$ cat src/rtl/ram_arbiter.sv
// ram_arbiter: shares one single-port 4096x8 RAM between the CPU (port 0) and the boot/debug loader (port 1).
// Fixed port 0 priority; define RAM_ARB_STARVE_GUARD_EN to bound port 1's wait to MAX_WAIT cycles.
module ram_arbiter #(
  parameter int MAX_WAIT = 4
) (
  input  logic        clk,
  input  logic        reset,

  input  logic        m0_req,
  input  logic        m0_we,
  input  logic [11:0] m0_addr,
  input  logic [7:0]  m0_wdata,
  output logic        m0_gnt,
  output logic        m0_rvalid,
  output logic [7:0]  m0_rdata,

  input  logic        m1_req,
  input  logic        m1_we,
  input  logic [11:0] m1_addr,
  input  logic [7:0]  m1_wdata,
  output logic        m1_gnt,
  output logic        m1_rvalid,
  output logic [7:0]  m1_rdata,

  output logic [11:0] ram_addr,
  output logic [7:0]  ram_data_in,
  output logic        ram_we,
  input  logic [7:0]  ram_data_out
);

  typedef struct packed {
    logic        we;
    logic [11:0] addr;
    logic [7:0]  wdata;
  } acc_t;

  typedef enum logic {
    OWNER_M0 = 1'b0,
    OWNER_M1 = 1'b1
  } owner_t;

  if (MAX_WAIT < 1 || MAX_WAIT > 15) begin : g_bad_max_wait
    $error("ram_arbiter: MAX_WAIT must be in 1..15");
  end

  acc_t   acc0;
  acc_t   acc1;
  acc_t   sel;
  logic   any_gnt;
  logic   m1_starved;
  owner_t rd_owner;
  logic   rd_pending;

  assign acc0 = '{we: m0_we, addr: m0_addr, wdata: m0_wdata};
  assign acc1 = '{we: m1_we, addr: m1_addr, wdata: m1_wdata};

`ifdef RAM_ARB_STARVE_GUARD_EN
  // Counts consecutive refused cycles of port 1; saturates so a stuck requester cannot wrap.
  logic [3:0] wait_cnt;

  always_ff @(posedge clk) begin
    if (reset) begin
      wait_cnt <= '0;
    end else if (m1_req && !m1_gnt) begin
      if (wait_cnt != 4'd15) begin
        wait_cnt <= wait_cnt + 4'd1;
      end
    end else begin
      wait_cnt <= '0;
    end
  end

  assign m1_starved = (wait_cnt >= 4'(MAX_WAIT));
`else
  assign m1_starved = 1'b0;
`endif

  always_comb begin
    m0_gnt = 1'b0;
    m1_gnt = 1'b0;
    if (!reset) begin
      if (m1_req && (!m0_req || m1_starved)) begin
        m1_gnt = 1'b1;
      end else if (m0_req) begin
        m0_gnt = 1'b1;
      end
    end
  end

  assign any_gnt = m0_gnt | m1_gnt;

  // Idle cycles present port 0's fields with we low: the RAM does a read nobody consumes.
  assign sel         = m1_gnt ? acc1 : acc0;
  assign ram_addr    = sel.addr;
  assign ram_data_in = sel.wdata;
  assign ram_we      = any_gnt & sel.we;

  always_ff @(posedge clk) begin
    if (reset) begin
      rd_pending <= 1'b0;
      rd_owner   <= OWNER_M0;
    end else begin
      rd_pending <= any_gnt & ~sel.we;
      if (any_gnt) begin
        rd_owner <= m1_gnt ? OWNER_M1 : OWNER_M0;
      end
    end
  end

  // Gating with reset drops a read that was granted just before reset asserted.
  assign m0_rvalid = rd_pending & ~reset & (rd_owner == OWNER_M0);
  assign m1_rvalid = rd_pending & ~reset & (rd_owner == OWNER_M1);
  assign m0_rdata  = ram_data_out;
  assign m1_rdata  = ram_data_out;

endmodule

$ cat config.mk
export PLATFORM = sky130hd
export DESIGN_NAME = ram_arbiter
export DESIGN_NICKNAME = d
export VERILOG_FILES = /design/src/rtl/ram_arbiter.sv
export SDC_FILE = /design/constraint.sdc
export NUM_CORES = 1
export LEC_CHECK = 0
export BUFFER_PORTS_ARGS = -buffer_cell sky130_fd_sc_hd__buf_2
export CAP_MARGIN = 5
export CORE_MARGIN = 4
export CORE_UTILIZATION = 25
export DETAILED_ROUTE_END_ITERATION = 8
export PLACE_DENSITY = 0.79
export SLEW_MARGIN = 20
export SYNTH_ARGS = -nofsm -noshare
export SYNTH_HDL_FRONTEND = slang
export SYNTH_SLANG_ARGS = --single-unit
$ cat constraint.sdc
create_clock -name clk -period 1.1 [get_ports clk]
set_clock_uncertainty 0.2 [all_clocks]
set_input_delay 0 -clock clk [delete_from_list [all_inputs] [get_ports clk]]
set_output_delay 0 -clock clk [all_outputs]
set_load 0.01 [all_outputs]
Yosys cells after proc, flatten, opt, wreduce, memory -nomap -nowiden --
Index checks and enable logic that the tools add are counted.
Cells by class: $add $sub $neg 0, multiply operators 0, div/mod/pow operators 0, $lt $le $gt $ge 0, eq/ne operators 0, shift operators 0, multiplexer cells 7, bitwise gates (word level) 9, reduce and logical (&&, ||, !) cells 2
Operators by type and width (number):
- $mux W21 | 1
- $mux W1 | 6
- $and A1 B1 Y1 | 5
- $not A1 Y1 | 3
- $logic_and A1 B1 Y1 | 1
- $logic_not A1 Y1 | 1
- $or A1 B1 Y1 | 1
Storage, ports and cells: flip-flop bits (word level) 2, bits in latches 0, bits in writable memories 0, bits in read-only memories 0, input bits 54, output and inout bits 41, logic and storage cells 20, memories kept 0

Longest topological paths before layout --
Gate-level depths: netlist of the first run.
depth in word-level cells 7, mapped depth 3, mapped depth without buffers 2

Worst setup path before layout of the first run --
OpenSTA, ideal clock, no wires.
kind in2out, start input port m0_req, end output port ram_addr[10], arrival 775 ps, data required time 900 ps, path slack 125 ps, cell stages on the path 3, path buffers 1, cell sequence nor3b_4 > buf_6 > mux2_2
Between the ends: word-level cells in the longest chain between the ends 5
RTL lines:
- start, declared | RTL line 9 | input logic m0_req,
- $logic_not A1 Y1 | RTL line 82 | if (m1_req && (!m0_req || m1_starved)) begin
- $logic_and A1 B1 Y1 | RTL line 82
- $mux W1 | RTL line 82
- $mux W1 | RTL line 81 | if (!reset) begin
- named net m1_gnt | RTL line 21 | output logic m1_gnt,
- $mux W21 | RTL line 93 | assign sel = m1_gnt ? acc1 : acc0;
- end, declared | RTL line 25 | output logic [11:0] ram_addr,
The timed path passes the listed nets, and every way through them passes these cells.

Worst setup path after layout of the first run --
start input port reset, end output port ram_data_in[7]
Between the ends: word-level cells in the longest chain between the ends 2
RTL lines:
- start, declared | RTL line 7 | input logic reset,
- $mux W1 | RTL line 81
- $mux W21 | RTL line 93
- end, declared | RTL line 26 | output logic [7:0] ram_data_in,
No other way between the ends.

==> results of run 1 <==
worst min path at each step:
stage / from / endpoint / cells past startpoint
floorplan: reset / ram_we / 1
detailed placement: ram_data_out[6] / m0_rdata[6] / 0
CTS: m1_we / rd_pending$_SDFF_PP0_ / 3
global route: m1_we / rd_pending$_SDFF_PP0_ / 3
finish: m1_we / rd_pending$_SDFF_PP0_ / 3
global placement: ram_data_out[6] / m0_rdata[6] / 0
synthesized netlist by cell type:
cell	count	area [um^2]
dfxtp_1	2	40.0
mux2_2	20	225
nor3b_1	1	7.51
and3b_1	1	8.76
buf_4	16	120
nor3b_4	1	18.8
nor2_1	1	3.75
or2b_1	1	7.51
nor2b_1	1	6.26
or3b_2	1	8.76
nor3_1	1	5.00
a21oi_1	2	10.0
buf_6	2	22.5
nand3b_1	1	7.51
nand2_1	1	3.75
report_power, final:
| group | internal, mW | leakage, nW | switching [mW] | total [mW] |
|---|---|---|---|---|
| sequential | 0.0774 | 0.0169 | 0.00217 | 0.0796 |
| clock | 0.120 | 0.0138 | 0.0417 | 0.162 |
| combinational | 0.302 | 0.606 | 0.170 | 0.473 |
| total | 0.500 | 0.637 | 0.214 | 0.714 |
layout by cell type (no fill, tap or decap):
| cell type | n |
|---|---|
| mux2_4 | 16 |
| nor3b_2 | 1 |
| nor3_1 | 1 |
| mux2_2 | 4 |
| or2b_1 | 1 |
| nor2b_1 | 1 |
| and3b_1 | 1 |
| a21oi_1 | 2 |
| buf_8 | 1 |
| dfxtp_1 | 1 |
| dlygate4sd3_1 | 12 |
| nor2_1 | 1 |
| buf_2 | 48 |
| nand3b_1 | 1 |
| clkbuf_16 | 2 |
| clkbuf_4 | 3 |
| buf_6 | 24 |
| buf_4 | 3 |
| or3b_2 | 1 |
| nor3b_4 | 1 |
| dfxtp_2 | 1 |
| nand2_1 | 1 |
| buf_12 | 1 |
registers in the layout, indices dropped and copies added, names as in the netlist:
| name | flops |
|---|---|
| rd_owner | 1 |
| rd_pending | 1 |
layout make-up:
| cell class | instances | area [um^2] |
|---|---|---|
| multi-input combinational | 32 | 378 |
| sequential | 2 | 41.3 |
| fill | 144 | 591 |
| timing repair buffer | 91 | 738 |
| clock buffer | 3 | 22.5 |
| tap | 25 | 31.3 |
metal layers:
layer	routed length [um]	GRT usage [%]
met5	0	0
met4	14	3.83
met3	163	3.13
met2	1430	29.3
met1	728	10.5
worst max-delay path, delay by kind of cell:
family,cells,cell delay [ns]
simple gates,1,0.22
mux,1,0.30
buf+inv,4,0.50
kinds of logic after synthesis:
family	after synthesis	share of synthesized area [%]
DFF	2	8.08
AOI/OAI and AO/OA	2	2.02
muxes	20	45.5
and+or+nand+nor	10	15.7
buffers and inverters	18	28.8
repair_timing:
| action | 4_1_cts | 5_1_grt |
|---|---|---|
| gates cloned | 0 | 3 |
| hold endpoints to repair | 18 | 1 |
| resized for setup | 10 | 35 |
| endpoints found under the setup margin | 20 | 22 |
| buffers inserted | 0 | 2 |
| pin swaps | 0 | 1 |
==> results_dict.tcl, run 1 <==
set metrics [dict create \
    outcome "complete, but fails checks" \
    violations "negative hold slack, negative setup slack" \
    whs_ns -0.130 \
    r2r_start "rd_owner$_SDFFE_PP0P_" \
    cpMostUsedCell "buf_6" \
    core_area_mm2 0.00180 \
    worstPathCellList "buf_8 -> nor3b_4 -> buf_6 -> clkbuf_16 -> mux2_4 -> buf_6" \
    crit_arrival_ns 1.03 \
    leakage_nw 0.637 \
    syn-instance-count 52 \
    via_per_inst 4.37 \
    crit_end "ram_data_in[7]" \
    cts.sink_count 2 \
    die_area_mm2 0.00276 \
    utilization_pct 67.2 \
    syn_avg_cell_area_um2 9.53 \
    overflow 0 \
    synth-seq-area-share_pct 8.08 \
    finalSetupTns_ns -2.43 \
    cts_buffers 3 \
    cts.clk_slew.worst_paths_ns 0.03 \
    cpPeakStageDelay_ns 0.30 \
    cts-root-buf "clkbuf_4" \
    crit_start "reset" \
    grt_use_total_pct 13.1 \
    r2r_slack_ns 0.33 \
    drive_gt1_share_pct 82.8 \
    path_max_fanout 5 \
    placed_area_um2 777 \
    area_growth_pct 144 \
    end_kind "output pin" \
    cts_hold_buffers 12 \
    drt_first_iter_violations 6 \
    antenna_cells 0 \
    worst_pin_slew_ns 0.243 \
    clockBufferDepth 2 \
    crit_path_top_delay_cell "mux2_4" \
    grt_pass1_vias 602 \
    rsz0062_at_grt "true" \
    timing.final.ws_setup_ns -0.133 \
    max_slew_margin_pct 83.8 \
    fin_area_mm2 0.00121 \
    post-route-period-util_pct 112 \
    wl_um 2330 \
    ys_types 15 \
    synth_warnings 0 \
    post_drt_wl_per_cell_um 15.2 \
    postRouteAntennaNets 0 \
    cts_max_level 1 \
    reg2reg_to "rd_owner$_SDFFE_PP0P_" \
    io_pins 95 \
    pre_cts_ws_ns -0.134 \
    ys_ff_latch 2 \
    grt_antenna_before_repair 0 \
    die_y_um 52.5 \
    vdd_drop_max_mv 0.823 \
    drc 0 \
    syn_area_um2 495 \
    drv_slew 0 \
    setup_viol 20 \
    grt_first_pass_wirelength_um 2640 \
    crit_required_ns 0.90 \
    crit_type "input pin to output pin" \
    grt_max_degree 22 \
    layout.nets 184 \
    r2r_cells 2 \
    dieWidth_um 52.5 \
    portBuffers 70 \
    startpoint_type "input pin" \
    first_pass_iters 4 \
    gp_congestion 0.672 \
    p_per_area_mw_per_mm2 590 \
    cts_tree "yes" \
    period_needed_ns 1.23 \
    num_vias 668 \
    initial_utilization_pct 27.5 \
    clk_latency_ns 0.23 \
    holdCritPathClass "input pin to flip-flop" \
    dp_hpwl_um 1420 \
    synth_nets 106 \
    timing.fmax_mhz 811 \
    power_mw 0.714 \
    maxCapViolations 0 \
    hold_violations 1 \
    dp_cells 133 \
    final_cells 153 \
    rows 15 \
]
(Power assumes the default switching activity.)
==> run 2: changes to the inputs <==
==> constraint.sdc (replaced) <==
create_clock -name clk -period 1.2 [get_ports clk]
set_clock_uncertainty 0.2 [all_clocks]
set_input_delay 0 -clock clk [delete_from_list [all_inputs] [get_ports clk]]
set_output_delay 0 -clock clk [all_outputs]
set_load 0.01 [all_outputs]
==> run 2 against run 1 <==
The flow still finishes with violations (negative hold slack, negative setup slack). Global-route usage is 0.29 points lower. Hold slack better by 0.0030 ns. Critical path type unchanged. Die area stayed put. Final cell count stayed put.
==> results_dict.tcl, run 2 (synthesized netlist as in run 1, its figures left out) <==
set metrics [dict create \
    path_max_fanout 5 \
    cts.sink_count 2 \
    cts-root-buf "clkbuf_4" \
    hp-start "m1_we" \
    grt_first_pass_wirelength_um 2590 \
    via_per_inst 4.48 \
    drive_gt1_share_pct 82.0 \
    r2r_start "rd_owner$_SDFFE_PP0P_" \
    antenna_cells 0 \
    vdd_drop_max_mv 0.752 \
    period_needed_ns 1.23 \
    drv_slew 0 \
    dp_hpwl_um 1430 \
    violations "negative hold slack, negative setup slack" \
    cts_max_level 1 \
    initial_utilization_pct 27.5 \
    layout.nets 184 \
    postRouteAntennaNets 0 \
    outcome "complete, but fails checks" \
    timing.final.ws_setup_ns -0.0303 \
    cts.clk_slew.worst_paths_ns 0.03 \
    drc 0 \
    die_area_mm2 0.00276 \
    crit_required_ns 1.00 \
    max_slew_margin_pct 83.6 \
    final_cells 153 \
    maxCapViolations 0 \
    io_pins 95 \
    grt_pass1_vias 619 \
    cts_hold_buffers 12 \
    hold_depth 3 \
    crit_type "input pin to output pin" \
    worst_pin_slew_ns 0.245 \
    pre_cts_ws_ns -0.0287 \
    post_drt_wl_per_cell_um 15.6 \
    utilization_pct 67.9 \
    whs_ns -0.127 \
    finalSetupTns_ns -0.332 \
    grt_use_total_pct 12.9 \
    cts_buffers 3 \
    dieWidth_um 52.5 \
    grt_antenna_before_repair 0 \
    core_area_mm2 0.00180 \
    setup_viol 20 \
    r2r_slack_ns 0.43 \
    portBuffers 70 \
    num_vias 686 \
    timing.fmax_mhz 813 \
    placed_area_um2 777 \
    startpoint_type "input pin" \
    wl_um 2390 \
    reg2reg_to "rd_owner$_SDFFE_PP0P_" \
    clockBufferDepth 2 \
    p_per_area_mw_per_mm2 542 \
    area_growth_pct 147 \
    die_y_um 52.5 \
    final_common_cell "buf_2" \
    gp_congestion 0.672 \
    cts_tree "yes" \
    clk_latency_ns 0.23 \
    grt_max_degree 22 \
    crit_arrival_ns 1.03 \
    rsz0062_at_grt "true" \
    min_to "rd_pending$_SDFF_PP0_" \
    first_pass_iters 2 \
    fin_area_mm2 0.00122 \
    power_mw 0.663 \
    top_regs "rd_owner x1, rd_pending x1" \
    hold_violations 1 \
    holdCritPathClass "input pin to flip-flop" \
    layout_common_cells "buf_2, buf_6, mux2_4" \
    end_kind "output pin" \
    leakage_nw 0.648 \
    drt_first_iter_violations 3 \
    dp_cells 133 \
    r2r_cells 2 \
    post-route-period-util_pct 103 \
    overflow 0 \
    rows 15 \
]
==> run 2: cell counts in the layout (fill, tap and decap cells not counted) <==
No cell type changed its count.
==> run 2: cell type report <==
cell class                 count  area (um^2)
tap                           25         31.3
sequential                     2         40.0
clock buffer                   3         22.5
multi-input combinational     32          392
fill                         143          578
timing repair buffer          91          738
==> run 2: worst max-delay path by stage <==
stage	from	end	slack, ns	depth (start not counted)
final	reset	ram_data_in[7]	-0.03	6
after global routing	reset	ram_data_in[7]	-0.06	6
after CTS	m0_req	ram_addr[2]	-0.03	5
after detailed placement	m0_req	ram_addr[2]	-0.03	5
after global placement	m0_req	ram_addr[6]	-0.004	5
after floorplan	m0_req	ram_addr[10]	0.23	3
==> run 2: what timing repair did <==
action                     4_1_cts  5_1_grt
setup endpoints to repair       20       21
cloned                           0        3
resized for setup                8       40
hold endpoints to repair        18        1
setup buffers                    0        2
pin swaps                        0        1
==> run 2: routing by layer <==
metal | GRT usage, % | routed length [um] | vias up | share of wire [%]
met2 | 27.7 | 1480 | 38 | 62
met4 | 3.83 | 14 | 0 | 0.59
li1 | - | - | 323 | -
met1 | 11.1 | 735 | 323 | 31
met3 | 2.85 | 155 | 2 | 6.5
met5 | 0 | 0 | - | 0
==> run 2: critical path, cell delays in order <==
cell	delay, ns
buf_8	0.10
nor3b_4	0.22
buf_6	0.15
clkbuf_16	0.14
mux2_4	0.30
buf_6	0.12
==> run 2: power by group <==
group	internal, mW	total (mW)	switching (mW)
combinational	0.283	0.442	0.159
clock	0.110	0.148	0.0382
sequential	0.0706	0.0723	0.00171
